<file path="src/rtl/seq_cla_divider.sv">
// seq_cla_divider: multi-cycle unsigned restoring divider. It produces one
// quotient bit per clock. Each trial subtraction uses a borrow-lookahead
// subtractor built from 4-bit propagate/generate groups. A start/busy/done
// handshake connects the divider to its requester.
// WIDTH must be a multiple of 4 and at least 4.

module seq_cla_divider #(
    parameter int WIDTH = 8
) (
    input  logic             clk,
    input  logic             rst,
    input  logic             start,
    input  logic [WIDTH-1:0] dividend,
    input  logic [WIDTH-1:0] divisor,
    output logic             busy,
    output logic             done,
    output logic [WIDTH-1:0] quotient,
    output logic [WIDTH-1:0] remainder,
    output logic             div_by_zero
);

    localparam int NGRP = WIDTH / 4;
    localparam int CW   = $clog2(WIDTH + 1);

    localparam logic [CW-1:0] CNT_INIT = CW'(WIDTH);
    localparam logic [CW-1:0] CNT_ONE  = CW'(1);

    typedef enum logic [1:0] {
        IDLE = 2'd0,
        RUN  = 2'd1,
        DONE = 2'd2
    } state_t;

    state_t           state_q, state_d;
    logic [CW-1:0]    cnt_q, cnt_d;
    // The partial remainder is WIDTH+1 bits only between the shift and the
    // trial subtraction. A restored or subtracted value is always below the
    // divisor, so the stored copy needs only WIDTH bits.
    logic [WIDTH-1:0] r_q, r_d;
    logic [WIDTH-1:0] q_q, q_d;
    logic [WIDTH-1:0] d_q, d_d;
    logic             busy_q, busy_d;
    logic             done_q, done_d;
    logic [WIDTH-1:0] quo_q, quo_d;
    logic [WIDTH-1:0] rem_q, rem_d;
    logic             dbz_q, dbz_d;

    // Signals of the trial subtractor: R_shifted + ~{0,D} + 1.
    logic [WIDTH:0]   r_shift;
    logic [WIDTH:0]   sub_a, sub_b, sub_p, sub_g;
    logic [WIDTH-1:0] sub_x;
    logic [WIDTH:0]   carry;
    logic [NGRP-1:0]  grp_p, grp_g;
    logic             carry_out;
    logic [WIDTH-1:0] trial;

    assign r_shift = {r_q, q_q[WIDTH-1]};

    // Borrow-lookahead subtractor: 4-bit lookahead groups chained on group P/G,
    // with the extra top bit resolved by one g|(p&c) stage.
    always_comb begin
        // NOTE: every combinational output gets a default first so no path leaves it unassigned (no latch).
        sub_a    = r_shift;
        sub_b    = ~{1'b0, d_q};
        sub_p    = sub_a | sub_b;
        sub_g    = sub_a & sub_b;
        sub_x    = sub_a[WIDTH-1:0] ^ sub_b[WIDTH-1:0];
        grp_p    = '0;
        grp_g    = '0;
        carry    = '0;
        carry[0] = 1'b1;
        for (int k = 0; k < NGRP; k++) begin
            carry[4*k+1] = sub_g[4*k]
                         | (sub_p[4*k] & carry[4*k]);
            carry[4*k+2] = sub_g[4*k+1]
                         | (sub_p[4*k+1] & sub_g[4*k])
                         | (sub_p[4*k+1] & sub_p[4*k] & carry[4*k]);
            carry[4*k+3] = sub_g[4*k+2]
                         | (sub_p[4*k+2] & sub_g[4*k+1])
                         | (sub_p[4*k+2] & sub_p[4*k+1] & sub_g[4*k])
                         | (sub_p[4*k+2] & sub_p[4*k+1] & sub_p[4*k] & carry[4*k]);
            grp_p[k]     = sub_p[4*k+3] & sub_p[4*k+2] & sub_p[4*k+1] & sub_p[4*k];
            grp_g[k]     = sub_g[4*k+3]
                         | (sub_p[4*k+3] & sub_g[4*k+2])
                         | (sub_p[4*k+3] & sub_p[4*k+2] & sub_g[4*k+1])
                         | (sub_p[4*k+3] & sub_p[4*k+2] & sub_p[4*k+1] & sub_g[4*k]);
            carry[4*k+4] = grp_g[k] | (grp_p[k] & carry[4*k]);
        end
        carry_out = sub_g[WIDTH] | (sub_p[WIDTH] & carry[WIDTH]);
        trial     = sub_x ^ carry[WIDTH-1:0];
    end

    // Next-state and datapath update for the IDLE/RUN/DONE control sequence.
    always_comb begin
        state_d = state_q;
        cnt_d   = cnt_q;
        r_d     = r_q;
        q_d     = q_q;
        d_d     = d_q;
        quo_d   = quo_q;
        rem_d   = rem_q;
        dbz_d   = dbz_q;

        case (state_q)
            IDLE, DONE: begin
                state_d = IDLE;
                if (start) begin
                    d_d   = divisor;
                    q_d   = dividend;
                    r_d   = '0;
                    cnt_d = CNT_INIT;
                    dbz_d = 1'b0;
                    if (divisor != '0) begin
                        state_d = RUN;
                    end else begin
                        // Division by zero finishes at once with a saturated quotient.
                        state_d = DONE;
                        quo_d   = '1;
                        rem_d   = dividend;
                        dbz_d   = 1'b1;
                    end
                end
            end
            RUN: begin
                // A carry-out means no borrow: keep the difference. Otherwise restore.
                q_d   = {q_q[WIDTH-2:0], carry_out};
                r_d   = carry_out ? trial : r_shift[WIDTH-1:0];
                cnt_d = cnt_q - CNT_ONE;
                if (cnt_q == CNT_ONE) begin
                    state_d = DONE;
                    quo_d   = {q_q[WIDTH-2:0], carry_out};
                    rem_d   = carry_out ? trial : r_shift[WIDTH-1:0];
                end
            end
            default: begin
                state_d = IDLE;
            end
        endcase

        busy_d = (state_d == RUN);
        done_d = (state_d == DONE);
    end

    // State and datapath registers, cleared by the synchronous reset.
    always_ff @(posedge clk) begin
        // NOTE: sequential state uses non-blocking assignments, so every flop samples pre-edge values.
        if (rst) begin
            state_q <= IDLE;
            cnt_q   <= '0;
            r_q     <= '0;
            q_q     <= '0;
            d_q     <= '0;
            busy_q  <= 1'b0;
            done_q  <= 1'b0;
            quo_q   <= '0;
            rem_q   <= '0;
            dbz_q   <= 1'b0;
        end else begin
            state_q <= state_d;
            cnt_q   <= cnt_d;
            r_q     <= r_d;
            q_q     <= q_d;
            d_q     <= d_d;
            busy_q  <= busy_d;
            done_q  <= done_d;
            quo_q   <= quo_d;
            rem_q   <= rem_d;
            dbz_q   <= dbz_d;
        end
    end

    assign busy        = busy_q;
    assign done        = done_q;
    assign quotient    = quo_q;
    assign remainder   = rem_q;
    assign div_by_zero = dbz_q;

endmodule

</file>
<file path="config.mk">
export PLATFORM = sky130hd
export DESIGN_NAME = seq_cla_divider
export DESIGN_NICKNAME = d
export VERILOG_FILES = /design/src/rtl/seq_cla_divider.sv
export SDC_FILE = /design/constraint.sdc
export NUM_CORES = 1
export LEC_CHECK = 0
export BUFFER_PORTS_ARGS = -buffer_cell sky130_fd_sc_hd__buf_2
export CORE_MARGIN = 4
export CORE_UTILIZATION = 40
export CTS_CLUSTER_SIZE = 14
export DETAILED_ROUTE_END_ITERATION = 12
export GPL_TIMING_DRIVEN = 0
export PLACE_DENSITY = 0.6
export SKIP_LAST_GASP = 1
export SLEW_MARGIN = 0
export SYNTH_ARGS = -nofsm -noshare
export SYNTH_HDL_FRONTEND = slang
export SYNTH_SLANG_ARGS = --single-unit
</file>
<file path="constraint.sdc">
create_clock -name clk -period 4 [get_ports clk]
set_input_delay 1 -clock clk [delete_from_list [all_inputs] [get_ports clk]]
set_output_delay 1 -clock clk [all_outputs]
set_load 0.005 [all_outputs]
</file>
==> impl_metrics.prom <==
# TYPE chip_impl_metric gauge
chip_impl_metric{name="worstSkewPairLatency",unit="ns"} 0.30
chip_impl_info{name="crit_path_start_kind",value="input port"} 1
chip_impl_info{name="status",value="completed"} 1
chip_impl_metric{name="diodes",unit=""} 0
chip_impl_metric{name="grt_max_degree",unit=""} 15
chip_impl_metric{name="cp_data_arrival_time",unit="ns"} 2.75
chip_impl_metric{name="wire_length_per_cell_after_detailed_routing",unit="µm"} 15.3
chip_impl_metric{name="placedInstanceArea",unit="mm²"} 0.00286
chip_impl_metric{name="floorplan.die_area",unit="mm²"} 0.00781
chip_impl_metric{name="netlist_area",unit="mm²"} 0.00258
chip_impl_info{name="cp_top_family",value="simple AND/OR/NAND/NOR gates"} 1
chip_impl_info{name="synth_flop_cell",value="sky130_fd_sc_hd__dfxtp_1"} 1
chip_impl_metric{name="yosys_register_bits",unit=""} 49
chip_impl_metric{name="critical_path_peak_fanout",unit=""} 9
chip_impl_metric{name="via_count",unit=""} 2315
chip_impl_metric{name="core.rowCount",unit=""} 29
chip_impl_metric{name="layout.area.seq",unit="µm²"} 981
chip_impl_metric{name="synth_area_in_compound_gates",unit=""} 0.208
chip_impl_metric{name="synth_async_sr_flop_share",unit=""} 0
chip_impl_metric{name="dp_hpwl",unit="mm"} 5.16
chip_impl_info{name="cts_tree",value="yes"} 1
chip_impl_metric{name="slowest_delay",unit="ns"} 0.58
chip_impl_metric{name="final_net_count",unit=""} 395
chip_impl_info{name="crit_start",value="divisor[0]"} 1
chip_impl_metric{name="synth_area_per_cell",unit="µm²"} 8.25
chip_impl_metric{name="utilization_of_the_core_after_routing",unit=""} 0.472
chip_impl_metric{name="synth-adder-area-share",unit=""} 0.0950
chip_impl_metric{name="yosys_warnings",unit=""} 0
chip_impl_metric{name="worst_ir_drop_vdd",unit="mV"} 0.242
chip_impl_info{name="layout.cells.most_common",value="sky130_fd_sc_hd__dfxtp_1"} 1
chip_impl_metric{name="grt_first_pass_wirelength",unit="mm"} 10.9
chip_impl_metric{name="holdBufCountCts",unit=""} 0
chip_impl_metric{name="numPortBuffers",unit=""} 37
chip_impl_metric{name="final.min_clock_period",unit="ns"} 2.53
chip_impl_metric{name="finalNonFillerCells",unit=""} 435
chip_impl_info{name="combinational_family_with_the_most_area_after_synthesis",value="simple AND/OR/NAND/NOR gates"} 1
chip_impl_metric{name="dpl_worst_slack",unit="ns"} 1.16
chip_impl_metric{name="cp_data_required_time",unit="ns"} 4.22
chip_impl_metric{name="setup_tns",unit="ns"} 0
chip_impl_metric{name="floorplan.io_pins",unit=""} 38
chip_impl_metric{name="final_layout_size_suffix_gt1_frac",unit=""} 0.184
chip_impl_metric{name="grt_pass1_vias",unit=""} 2190
chip_impl_metric{name="fillerInstances",unit=""} 652
chip_impl_metric{name="worst_hold_slack",unit="ns"} 0.463
chip_impl_metric{name="area_growth",unit="%"} 15.4
chip_impl_metric{name="reg2regPathDepth",unit=""} 9
chip_impl_metric{name="grt_antenna_before_repair",unit=""} 0
chip_impl_metric{name="global_route.usage.total",unit=""} 0.181
chip_impl_metric{name="h_tree_lvl_count",unit=""} 2
chip_impl_info{name="path_common_cell",value="sky130_fd_sc_hd__buf_2"} 1
chip_impl_info{name="worstSetupEndpoint",value="remainder[5]$_SDFFE_PP0P_"} 1
chip_impl_metric{name="timing.final.max_slew_violations",unit=""} 0
chip_impl_metric{name="final.setup.worst_slack",unit="ns"} 1.47
chip_impl_metric{name="timing.hold.worst_path_depth",unit=""} 2
chip_impl_metric{name="ctsLongestPathBuffers",unit=""} 2
chip_impl_metric{name="worst-path-stages",unit=""} 8
chip_impl_metric{name="detail_route.drc_violations",unit=""} 0
chip_impl_metric{name="slew-limit-headroom",unit=""} 0.443
chip_impl_info{name="layout.cells.most_common_list",value="49 x sky130_fd_sc_hd__dfxtp_1, 45 x sky130_fd_sc_hd__nand2_1, 39 x sky130_fd_sc_hd__nor2_1, 39 x sky130_fd_sc_hd__buf_2, 27 x sky130_fd_sc_hd__a21oi_1"} 1
chip_impl_info{name="hold_path.class",value="reg2reg"} 1
chip_impl_metric{name="detail_route.first_pass.iterations",unit=""} 4
chip_impl_metric{name="layout_worst_path_cycle_share",unit=""} 0.633
chip_impl_metric{name="post-cts-setup-buffers",unit=""} 0
chip_impl_metric{name="drv_cap",unit=""} 0
chip_impl_metric{name="route.antenna.remaining_nets",unit=""} 0
chip_impl_metric{name="tightest_slew",unit="ns"} 0.829
chip_impl_metric{name="cts_num_sinks",unit=""} 49
chip_impl_info{name="cp-end-kind",value="flip-flop"} 1
chip_impl_metric{name="regToRegSetupSlack",unit="ns"} 1.67
chip_impl_info{name="endpoint_of_the_worst_register_to_register_path",value="remainder[2]$_SDFFE_PP0P_"} 1
chip_impl_metric{name="post_synth_mux_area_share",unit=""} 0.0136
chip_impl_metric{name="routed_wl",unit="mm"} 6.66
chip_impl_metric{name="power_density_relative_to_cell_area",unit="mW/mm²"} 415
chip_impl_info{name="rr_startpoint",value="r_q[4]$_SDFFE_PP0P_"} 1
chip_impl_metric{name="place_inst",unit=""} 427
chip_impl_metric{name="synthXorXnorAreaFrac",unit=""} 0.0136
chip_impl_metric{name="drt_iter0_drc",unit=""} 192
chip_impl_metric{name="floorplan.die.height",unit="µm"} 88.4
chip_impl_metric{name="hold_viol",unit=""} 0
chip_impl_metric{name="path_clk_slew",unit="ns"} 0.08
chip_impl_metric{name="setup_viol",unit=""} 0
chip_impl_info{name="critPathKind",value="in2reg"} 1
chip_impl_info{name="cp_slowest_cell",value="sky130_fd_sc_hd__nor4_2"} 1
chip_impl_metric{name="grt_total_ovfl",unit=""} 0
chip_impl_metric{name="starting_density_of_the_core",unit=""} 0.409
chip_impl_info{name="timing.critical_path.cells",value="buf_2 > nor4_2 > nand3_2 > nor2b_1 > buf_2 > nor2_2 > o211ai_1 > o21ai_0"} 1
chip_impl_metric{name="postLayoutCellArea",unit="mm²"} 0.00298
chip_impl_metric{name="power.total",unit="mW"} 1.24
chip_impl_metric{name="core",unit="mm²"} 0.00631
chip_impl_metric{name="yosysSeqAreaShare",unit=""} 0.380
chip_impl_metric{name="dieWidth",unit="µm"} 88.4
chip_impl_info{name="cts_root_buffer",value="sky130_fd_sc_hd__clkbuf_8"} 1
chip_impl_metric{name="numCtsBuffers",unit=""} 5
chip_impl_metric{name="yosys.cell_types.count",unit=""} 59
chip_impl_metric{name="detail_route.vias_per_cell",unit=""} 5.32
chip_impl_metric{name="synthCells",unit=""} 313
chip_impl_metric{name="synth_simple_gate_area_frac",unit=""} 0.226
chip_impl_metric{name="multiInputGateArea",unit="mm²"} 0.00144
chip_impl_metric{name="synth-edff-count",unit=""} 0
chip_impl_metric{name="fmax",unit="MHz"} 395
chip_impl_info{name="rsz_0062_raised_after_global_routing",value="no"} 1
chip_impl_metric{name="synth.net_count",unit=""} 351
chip_impl_metric{name="skew",unit="ns"} 0.00958
chip_impl_metric{name="cp_num_buf_inv",unit=""} 2
chip_impl_metric{name="gp_congestion",unit=""} 0.802
chip_impl_metric{name="cts-resized-gates",unit=""} 0
chip_impl_metric{name="static-leakage-power",unit="nW"} 1.19
## layout make-up
type                    instances  area share
plain buffers                  15      0.0260
clock buffers                   7      0.0290
clock inverters                 1      0.0101
inverters                      23      0.0290
multi-input cells             226       0.482
flip-flops and latches         49       0.329
well taps                      77      0.0323
repair buffers                 37      0.0621
## per-layer routing
metal  wire, µm  track usage  up-vias
li1           -            -     1167
met1       3250        0.264     1080
met2       2970        0.269       60
met3        356       0.0466        8
met4         81       0.0426        0
met5          0            0        -
## logic make-up after synthesis
group	after synthesis
DFF	49
muxes	3
adders and majority gates	19
AOI/OAI and AO/OA	79
and+or+nand+nor	121
buffers and inverters	38
xor gates and xnor gates	4
## synth_stat cells, types with 2 or more instances
master / instances / area [µm²]
sky130_fd_sc_hd__and3_1: 3 / 18.8
sky130_fd_sc_hd__mux2i_1: 2 / 20.0
sky130_fd_sc_hd__buf_2: 2 / 10.0
sky130_fd_sc_hd__nand2_1: 45 / 169
sky130_fd_sc_hd__nand2b_1: 3 / 18.8
sky130_fd_sc_hd__xnor2_1: 2 / 17.5
sky130_fd_sc_hd__a22oi_1: 2 / 15.0
sky130_fd_sc_hd__inv_1: 23 / 86.3
sky130_fd_sc_hd__o22ai_1: 2 / 12.5
sky130_fd_sc_hd__a21oi_1: 27 / 135
sky130_fd_sc_hd__a311oi_1: 7 / 61.3
sky130_fd_sc_hd__nor2_1: 39 / 146
sky130_fd_sc_hd__o21ai_0: 12 / 60.1
sky130_fd_sc_hd__a211oi_1: 7 / 52.6
sky130_fd_sc_hd__o211ai_1: 2 / 15.0
sky130_fd_sc_hd__clkbuf_1: 9 / 33.8
sky130_fd_sc_hd__ha_1: 18 / 225
sky130_fd_sc_hd__buf_6: 2 / 22.5
sky130_fd_sc_hd__o21ai_1: 2 / 10.0
sky130_fd_sc_hd__dfxtp_1: 49 / 981
sky130_fd_sc_hd__nand3_1: 2 / 10.0
sky130_fd_sc_hd__nor3_1: 10 / 50.1
sky130_fd_sc_hd__nor2b_1: 4 / 25.0
sky130_fd_sc_hd__xor2_1: 2 / 17.5
sky130_fd_sc_hd__nor4_2: 2 / 25.0
sky130_fd_sc_hd__o221ai_1: 2 / 17.5
## registers in the layout, summed over array words and instances (netlist names)
signal / count
done: 1
remainder: 8
q_q: 8
busy: 1
d_q: 8
div_by_zero: 1
r_q: 8
state_q: 2
quotient: 8
cnt_q: 4
## worst register-to-register path, stage by stage (launching register included)
cell	delay, ns
sky130_fd_sc_hd__dfxtp_1	0.45
sky130_fd_sc_hd__inv_1	0.07
sky130_fd_sc_hd__ha_1	0.25
sky130_fd_sc_hd__inv_1	0.08
sky130_fd_sc_hd__a21oi_2	0.06
sky130_fd_sc_hd__o311ai_2	0.52
sky130_fd_sc_hd__or2_1	0.20
sky130_fd_sc_hd__buf_6	0.15
sky130_fd_sc_hd__mux2_4	0.33
sky130_fd_sc_hd__o22ai_1	0.16
## where the power goes
part	leakage, nW	switching, mW	internal (mW)	total, mW
clock network	0.0585	0.162	0.204	0.366
registers	0.400	0.0266	0.520	0.547
logic	0.734	0.191	0.133	0.324
total	1.19	0.380	0.858	1.24
## how the worst min path moves through the flow
stage | start | endpoint
finish | div_by_zero$_SDFFE_PP0P_ | div_by_zero$_SDFFE_PP0P_
global route | div_by_zero$_SDFFE_PP0P_ | div_by_zero$_SDFFE_PP0P_
CTS | div_by_zero$_SDFFE_PP0P_ | div_by_zero$_SDFFE_PP0P_
detailed placement | div_by_zero$_SDFFE_PP0P_ | div_by_zero$_SDFFE_PP0P_
global placement | div_by_zero$_SDFFE_PP0P_ | div_by_zero$_SDFFE_PP0P_
floorplan | cnt_q[3]$_SDFFE_PP0P_ | cnt_q[3]$_SDFFE_PP0P_
(Power assumes the default switching activity.)
